File: config.mk
export PLATFORM = sky130hd
export DESIGN_NAME = id_ex_stage
export DESIGN_NICKNAME = d
export VERILOG_FILES = /design/src/rtl/riscv_defs_pkg.sv /design/src/rtl/id_ex_stage_rv_decoder.sv /design/src/rtl/id_ex_stage.sv
export SDC_FILE = /design/constraint.sdc
export NUM_CORES = 1
export LEC_CHECK = 0
export BUFFER_PORTS_ARGS = -buffer_cell sky130_fd_sc_hd__buf_2
export CAP_MARGIN = 20
export CORE_ASPECT_RATIO = 0.6
export CORE_MARGIN = 2
export CORE_UTILIZATION = 32
export CTS_CLUSTER_DIAMETER = 120
export DETAILED_ROUTE_END_ITERATION = 8
export SLEW_MARGIN = 20
export SYNTH_ARGS = -nofsm -noshare
export SYNTH_HDL_FRONTEND = slang
export SYNTH_SLANG_ARGS = --single-unit
File: constraint.sdc
create_clock -name i_clock -period 7.1 [get_ports i_clock]
set_clock_uncertainty 0.1 [all_clocks]
set_input_delay 0 -clock i_clock [delete_from_list [all_inputs] [get_ports i_clock]]
set_output_delay 0 -clock i_clock [all_outputs]
set_load 0.02 [all_outputs]
File: src/rtl/riscv_defs_pkg.sv
// Shared RV32I definitions: widths, opcodes, ALU funct3 codes and the ID/EX register layout.
package riscv_defs;

  localparam int unsigned NB_WORD     = 32;
  localparam int unsigned NB_REG_ADDR = 5;
  localparam int unsigned NB_FUNCT3   = 3;

  typedef enum logic [6:0] {
    OP     = 7'b0110011,
    OP_IMM = 7'b0010011,
    LOAD   = 7'b0000011,
    STORE  = 7'b0100011,
    LUI    = 7'b0110111,
    AUIPC  = 7'b0010111
  } opcode_t;

  localparam logic [NB_FUNCT3-1:0] ADD_SUB = 3'b000;
  localparam logic [NB_FUNCT3-1:0] SLL     = 3'b001;
  localparam logic [NB_FUNCT3-1:0] SLT     = 3'b010;
  localparam logic [NB_FUNCT3-1:0] SLTU    = 3'b011;
  localparam logic [NB_FUNCT3-1:0] XOR_OP  = 3'b100;
  localparam logic [NB_FUNCT3-1:0] SRL_SRA = 3'b101;
  localparam logic [NB_FUNCT3-1:0] OR_OP   = 3'b110;
  localparam logic [NB_FUNCT3-1:0] AND_OP  = 3'b111;

  typedef enum logic [1:0] {IMM_I, IMM_S, IMM_U} imm_sel_t;
  typedef enum logic [1:0] {OPA_RS1, OPA_PC, OPA_ZERO} opa_sel_t;

  typedef struct packed {
    logic [NB_WORD-1:0]     pc;
    logic [NB_WORD-1:0]     rs1_data;
    logic [NB_WORD-1:0]     rs2_data;
    logic [NB_WORD-1:0]     imm;
    logic [NB_REG_ADDR-1:0] rs1_addr;
    logic [NB_REG_ADDR-1:0] rs2_addr;
    logic [NB_REG_ADDR-1:0] rd;
    logic [NB_FUNCT3-1:0]   funct3;
    opa_sel_t               op_a_sel;
    logic                   use_imm;
    logic                   arith;
    logic                   wr_en;
    logic                   is_load;
    logic                   is_store;
    logic                   illegal;
  } id_ex_t;

  function automatic logic [NB_WORD-1:0] gen_imm(input logic [31:0] instr, input imm_sel_t sel);
    logic [NB_WORD-1:0] imm;
    case (sel)
      IMM_S:   imm = {{(NB_WORD-12){instr[31]}}, instr[31:25], instr[11:7]};
      IMM_U:   imm = {{(NB_WORD-32){instr[31]}}, instr[31:12], 12'h000};
      default: imm = {{(NB_WORD-12){instr[31]}}, instr[31:20]};
    endcase
    return imm;
  endfunction

endpackage

File: src/rtl/id_ex_stage_rv_decoder.sv
// Combinational RV32I decoder: raw instruction to ID/EX fields plus source-usage flags.
module rv_decoder
  import riscv_defs::*;
(
  input  logic [31:0] instr,
  output id_ex_t      fields,
  output logic        rs1_used,
  output logic        rs2_used
);

  imm_sel_t imm_sel;
  logic     legal;

  always_comb begin
    fields          = '0;
    rs1_used        = 1'b0;
    rs2_used        = 1'b0;
    imm_sel         = IMM_I;
    legal           = 1'b1;
    fields.rs1_addr = instr[19:15];
    fields.rs2_addr = instr[24:20];
    fields.funct3   = ADD_SUB;
    fields.op_a_sel = OPA_RS1;
    case (instr[6:0])
      OP: begin
        fields.funct3 = instr[14:12];
        fields.arith  = instr[30];
        rs1_used      = 1'b1;
        rs2_used      = 1'b1;
      end
      OP_IMM: begin
        fields.funct3  = instr[14:12];
        fields.arith   = (instr[14:12] == SRL_SRA) ? instr[30] : 1'b0;
        fields.use_imm = 1'b1;
        rs1_used       = 1'b1;
      end
      LOAD: begin
        fields.use_imm = 1'b1;
        fields.is_load = 1'b1;
        rs1_used       = 1'b1;
      end
      STORE: begin
        imm_sel         = IMM_S;
        fields.use_imm  = 1'b1;
        fields.is_store = 1'b1;
        rs1_used        = 1'b1;
        rs2_used        = 1'b1;
      end
      LUI: begin
        imm_sel         = IMM_U;
        fields.use_imm  = 1'b1;
        fields.op_a_sel = OPA_ZERO;
      end
      AUIPC: begin
        imm_sel         = IMM_U;
        fields.use_imm  = 1'b1;
        fields.op_a_sel = OPA_PC;
      end
      default: legal = 1'b0;
    endcase
    fields.imm     = gen_imm(instr, imm_sel);
    fields.illegal = ~legal;
    // Stores reuse [11:7] as immediate bits, so they never name a destination.
    fields.wr_en   = legal & ~fields.is_store & (instr[11:7] != '0);
    fields.rd      = fields.wr_en ? instr[11:7] : '0;
  end

endmodule

File: src/rtl/id_ex_stage.sv
// ID/EX stage: pipeline register, load-use bubble insertion and output-side operand forwarding.
module id_ex_stage
  import riscv_defs::*;
(
  input  logic                   i_clock,
  input  logic                   i_reset,
  input  logic                   i_valid,
  output logic                   o_ready,
  input  logic [31:0]            i_instr,
  input  logic [NB_WORD-1:0]     i_pc,
  output logic [NB_REG_ADDR-1:0] o_rs1_addr,
  output logic [NB_REG_ADDR-1:0] o_rs2_addr,
  input  logic [NB_WORD-1:0]     i_rs1_data,
  input  logic [NB_WORD-1:0]     i_rs2_data,
  input  logic                   i_exmem_wr_en,
  input  logic [NB_REG_ADDR-1:0] i_exmem_rd,
  input  logic [NB_WORD-1:0]     i_exmem_result,
  input  logic                   i_memwb_wr_en,
  input  logic [NB_REG_ADDR-1:0] i_memwb_rd,
  input  logic [NB_WORD-1:0]     i_memwb_data,
  input  logic                   i_ready,
  input  logic                   i_flush,
  output logic                   o_valid,
  output logic [NB_WORD-1:0]     o_alu_op_a,
  output logic [NB_WORD-1:0]     o_alu_op_b,
  output logic [NB_FUNCT3-1:0]   o_operation,
  output logic                   o_arith_logic,
  output logic [NB_REG_ADDR-1:0] o_rd,
  output logic                   o_wr_en,
  output logic                   o_is_load,
  output logic                   o_is_store,
  output logic [NB_WORD-1:0]     o_store_data,
  output logic                   o_illegal
);

  id_ex_t             dec;
  id_ex_t             dec_full;
  id_ex_t             stage_q;
  logic               valid_q;
  logic               rs1_used;
  logic               rs2_used;
  logic               load_use;
  logic [NB_WORD-1:0] rs1_fwd;
  logic [NB_WORD-1:0] rs2_fwd;

  rv_decoder u_decoder (
    .instr    (i_instr),
    .fields   (dec),
    .rs1_used (rs1_used),
    .rs2_used (rs2_used)
  );

  assign o_rs1_addr = i_instr[19:15];
  assign o_rs2_addr = i_instr[24:20];

  always_comb begin
    dec_full          = dec;
    dec_full.pc       = i_pc;
    dec_full.rs1_data = i_rs1_data;
    dec_full.rs2_data = i_rs2_data;
  end

  assign load_use = valid_q & stage_q.is_load & (stage_q.rd != '0) &
                    ((rs1_used & (stage_q.rd == dec.rs1_addr)) |
                     (rs2_used & (stage_q.rd == dec.rs2_addr)));

  assign o_ready = (~valid_q | i_ready) & ~load_use;

  always_ff @(posedge i_clock or posedge i_reset) begin
    if (i_reset) begin
      valid_q <= 1'b0;
      stage_q <= '0;
    end else if (i_flush) begin
      valid_q <= 1'b0;
    end else if (i_valid & o_ready) begin
      valid_q <= 1'b1;
      stage_q <= dec_full;
    end else if (~valid_q | i_ready) begin
      valid_q <= 1'b0;
    end
  end

  // Forwarding is applied to the held register, so operands stay fresh while stalled.
  function automatic logic [NB_WORD-1:0] forward(input logic [NB_REG_ADDR-1:0] src,
                                                 input logic [NB_WORD-1:0]     stored);
    logic [NB_WORD-1:0] value;
    value = stored;
    if (src != '0) begin
      if (i_exmem_wr_en && (i_exmem_rd == src))
        value = i_exmem_result;
      else if (i_memwb_wr_en && (i_memwb_rd == src))
        value = i_memwb_data;
    end
    return value;
  endfunction

  assign rs1_fwd = forward(stage_q.rs1_addr, stage_q.rs1_data);
  assign rs2_fwd = forward(stage_q.rs2_addr, stage_q.rs2_data);

  always_comb begin
    case (stage_q.op_a_sel)
      OPA_PC:   o_alu_op_a = stage_q.pc;
      OPA_ZERO: o_alu_op_a = '0;
      default:  o_alu_op_a = rs1_fwd;
    endcase
  end

  assign o_alu_op_b    = stage_q.use_imm ? stage_q.imm : rs2_fwd;
  assign o_store_data  = rs2_fwd;
  assign o_operation   = stage_q.funct3;
  assign o_arith_logic = stage_q.arith;
  assign o_rd          = stage_q.rd;
  assign o_valid       = valid_q;
  assign o_wr_en       = valid_q & stage_q.wr_en;
  assign o_is_load     = valid_q & stage_q.is_load;
  assign o_is_store    = valid_q & stage_q.is_store;
  assign o_illegal     = valid_q & stage_q.illegal;

endmodule
==> impl_metrics.ini <==
[timing]
holdWs_ns = 0.0833
tightest_slew_ns = 0.920
finalCritPeriodShare_pct = 49.7
relSlewSlack_pct = 38.7
hold_viol_final = 0
min_period_ns = 3.53
grt_setup_unrepaired = false
final-setup-viol-count = 0
maxSlewViolCount = 0
fmax_mhz = 284
fin_tns_setup_ns = 0

[worst_setup_path]
crit_required_ns = 7.00
rrSetupSlack_ns = 3.94
cp.arrival_ns = 3.43
endpoint_kind = output pin
worstReg2RegEnd = stage_q[17]$_DFFE_PP0P_
critPathKind = reg -> out
r2r-start = o_rd[1]$_DFFE_PP0P_
r2r_cells = 6
cp_max_fo = 33
startpoint_type = flip-flop
crit_path_start = stage_q[17]$_DFFE_PP0P_
crit_end = o_alu_op_b[9]

[yosys]
ys_top_cells_by_area = dfrtp_1 (46%), nand2_1 (16%), a22o_1 (4.9%), a21oi_1 (4.3%), mux2_2 (4.3%)
muxShareOfSynthArea_pct = 4.25
yosysMostFrequentCell = nand2_1
synth-edff-count = 0
syn_area_um2 = 8470
syn-num-nets = 1209
synth_top_cell_by_area = dfrtp_1
synth_fa_ha_area_share_pct = 0.443
synth-compound-area-share_pct = 21.3
avgSynthCellArea_um2 = 8.50
synth-simple-area-share_pct = 19.6
ys_seq_area_share_pct = 45.8
ys_ff_latch = 155
ys.flop_type = dfrtp_1
synth_warnings = 0
ys_top_cells_by_count = nand2_1 (366), dfrtp_1 (155), a21oi_1 (73)
synth_top_family_by_area = compound AO/OA/AOI/OAI gates
synth_xor_xnor_area_share_pct = 3.10
synth_top_area_share_pct = 45.8
synthCells = 997
async_reset_ff_share_pct = 100
ys_types = 46

[cts]
cts_resized = 0
tritoncts = built
htree_levels = 4
cts_buffers = 17
clk_pin_slew_ns = 0.06
root_buffer = clkbuf_16
cts_setup_buffers = 0
insertion_delay_ns = 0.45
clockBufferDepth = 2
cts_sinks = 155
cts_hold_buffers = 129

[detailed_routing]
detail_route.first_pass.iterations = 5
routedWlPerCell_um = 19.7
drc_errors = 0
ant_nets = 0
wl_mm = 34.9
viasPerCell = 5.04
drt_iter0_markers = 709
vias = 8926

[global_route]
grt_pass1_vias = 8522
grt_pass1_wl_mm = 51.4
grt_usage_pct = 24.7
antenna_found_initial = 4
grt-ovfl-total = 0
grt_max_degree = 94

[status]
status = complete, no violations

[power_and_ir_drop]
seq_power_share_pct = 38.4
internal-power_w = 0.00191
p_sw_share_pct = 32.5
combPwrFrac_pct = 27.6
p_clk_share_pct = 34.0
ir_drop_mv = 0.128
p_sw_w = 0.000920
powerDensity_nw_per_um2 = 232
p_leak_nw = 6.35

[die]
design.portCount = 330
initial_core_util_pct = 32.3
num_rows = 46
design.core.area_um2 = 26200
die_y_um = 130
die_x_um = 214
die-area_um2 = 27800

[cells_and_area]
fin_util_pct = 46.4
final_area_um2 = 12200
nets = 1610
drive_above_1_share_pct = 29.5
area_delta_synth_final_pct = 43.8
nFillCells = 2609
finalNonFillerCells = 1770

[worst_hold_path]
hold_depth = 4
hold_path.class = in -> reg

[place]
io_buffers = 329
gp_congestion = 0.901
dp_cells = 1610
dp_hpwl_mm = 24.6
place_area_um2 = 10300

[run]
maxCapViolations = 0
==> critical path, stage by stage, from the launching register on <==
cell and delay (ns):
dfrtp_1 0.42, or4_1 0.56, nor2_1 0.09, and3b_2 0.49, nor2_4 0.81, a21o_1 0.27, mux2_2 0.17, buf_2 0.16
==> registers in the layout, indices dropped and copies added (netlist names) <==
signal	flops
stage_q	145
o_rd	5
o_operation	3
o_arith_logic	1
o_valid	1
==> worst min-delay path by stage <==
| stage | endpoint | slack (ns) | start |
|---|---|---|---|
| after global placement | o_valid$_DFFE_PP0P_ | 0.08 | i_flush |
| final | stage_q[0]$_DFFE_PP0P_ | 0.08 | i_instr[6] |
| after detailed placement | o_valid$_DFFE_PP0P_ | 0.08 | i_flush |
| after CTS | stage_q[0]$_DFFE_PP0P_ | 0.06 | i_instr[6] |
| after global routing | stage_q[5]$_DFFE_PP0P_ | 0.13 | i_instr[6] |
| after floorplan | o_valid$_DFFE_PP0P_ | -0.04 | i_flush |
==> stage by stage <==
step                setup WS (ns)  total power, W
detailed placement           3.92         0.00182
CTS                          3.56         0.00284
global route                 3.34         0.00296
global placement             3.80         0.00181
finish                       3.57         0.00283
floorplan                    2.82         0.00153
==> logic make-up (layout without fill, tap and decap cells) <==
family,Yosys count,in the layout
AO/OA/AOI/OAI,267,267
XOR/XNOR,30,30
adder cells (fa/ha/maj),3,3
buffers and inverters,94,505
flip-flops,155,155
multiplexers,32,32
other,0,2
AND/OR/NAND/NOR,416,416
==> layout make-up <==
| class | instances | area, um^2 | area share (%) |
|---|---|---|---|
| Timing Repair Buffer | 471 | 3060 | 25.1 |
| Multi-Input combinational cell | 748 | 4170 | 34.2 |
| Sequential cell | 155 | 3880 | 31.8 |
| Clock buffer | 22 | 484 | 3.97 |
| Antenna cell | 2 | 5.00 | 0.0411 |
| Inverter | 5 | 23.8 | 0.195 |
| Tap cell | 360 | 450 | 3.70 |
| Clock inverter | 7 | 115 | 0.945 |
==> metal layers <==
metal / up-vias / track usage, % / wire length, um
met5: - / 0 / 17
met4: 4 / 8.74 / 957
met3: 54 / 6.48 / 2610
met2: 400 / 37.3 / 15300
met1: 4301 / 34.5 / 16100
li1: 4167 / - / -
==> power by group through the flow <==
| stage | Sequential, W | Combinational [W] | Clock [W] |
|---|---|---|---|
| 3_3_place_gp | 0.00110 | 0.000716 | 0 |
| 2_1_floorplan | 0.00107 | 0.000465 | 0 |
| 4_1_cts | 0.00108 | 0.000782 | 0.000975 |
| 6_report | 0.00109 | 0.000780 | 0.000963 |
| 5_1_grt | 0.00110 | 0.000846 | 0.00102 |
| 3_5_place_dp | 0.00110 | 0.000724 | 0 |
==> layout by cell type, fill, tap and decap left out, types with 27 or more instances in the layout <==
| cell type | n |
|---|---|
| buf_2 | 329 |
| a21oi_1 | 73 |
| nand2_1 | 365 |
| o22ai_1 | 32 |
| a21o_1 | 38 |
| a22o_1 | 47 |
| mux2_2 | 32 |
| o21ai_0 | 27 |
| dlygate4sd3_1 | 129 |
| dfrtp_1 | 155 |
No activity file was read; power rests on OpenSTA's default activity.
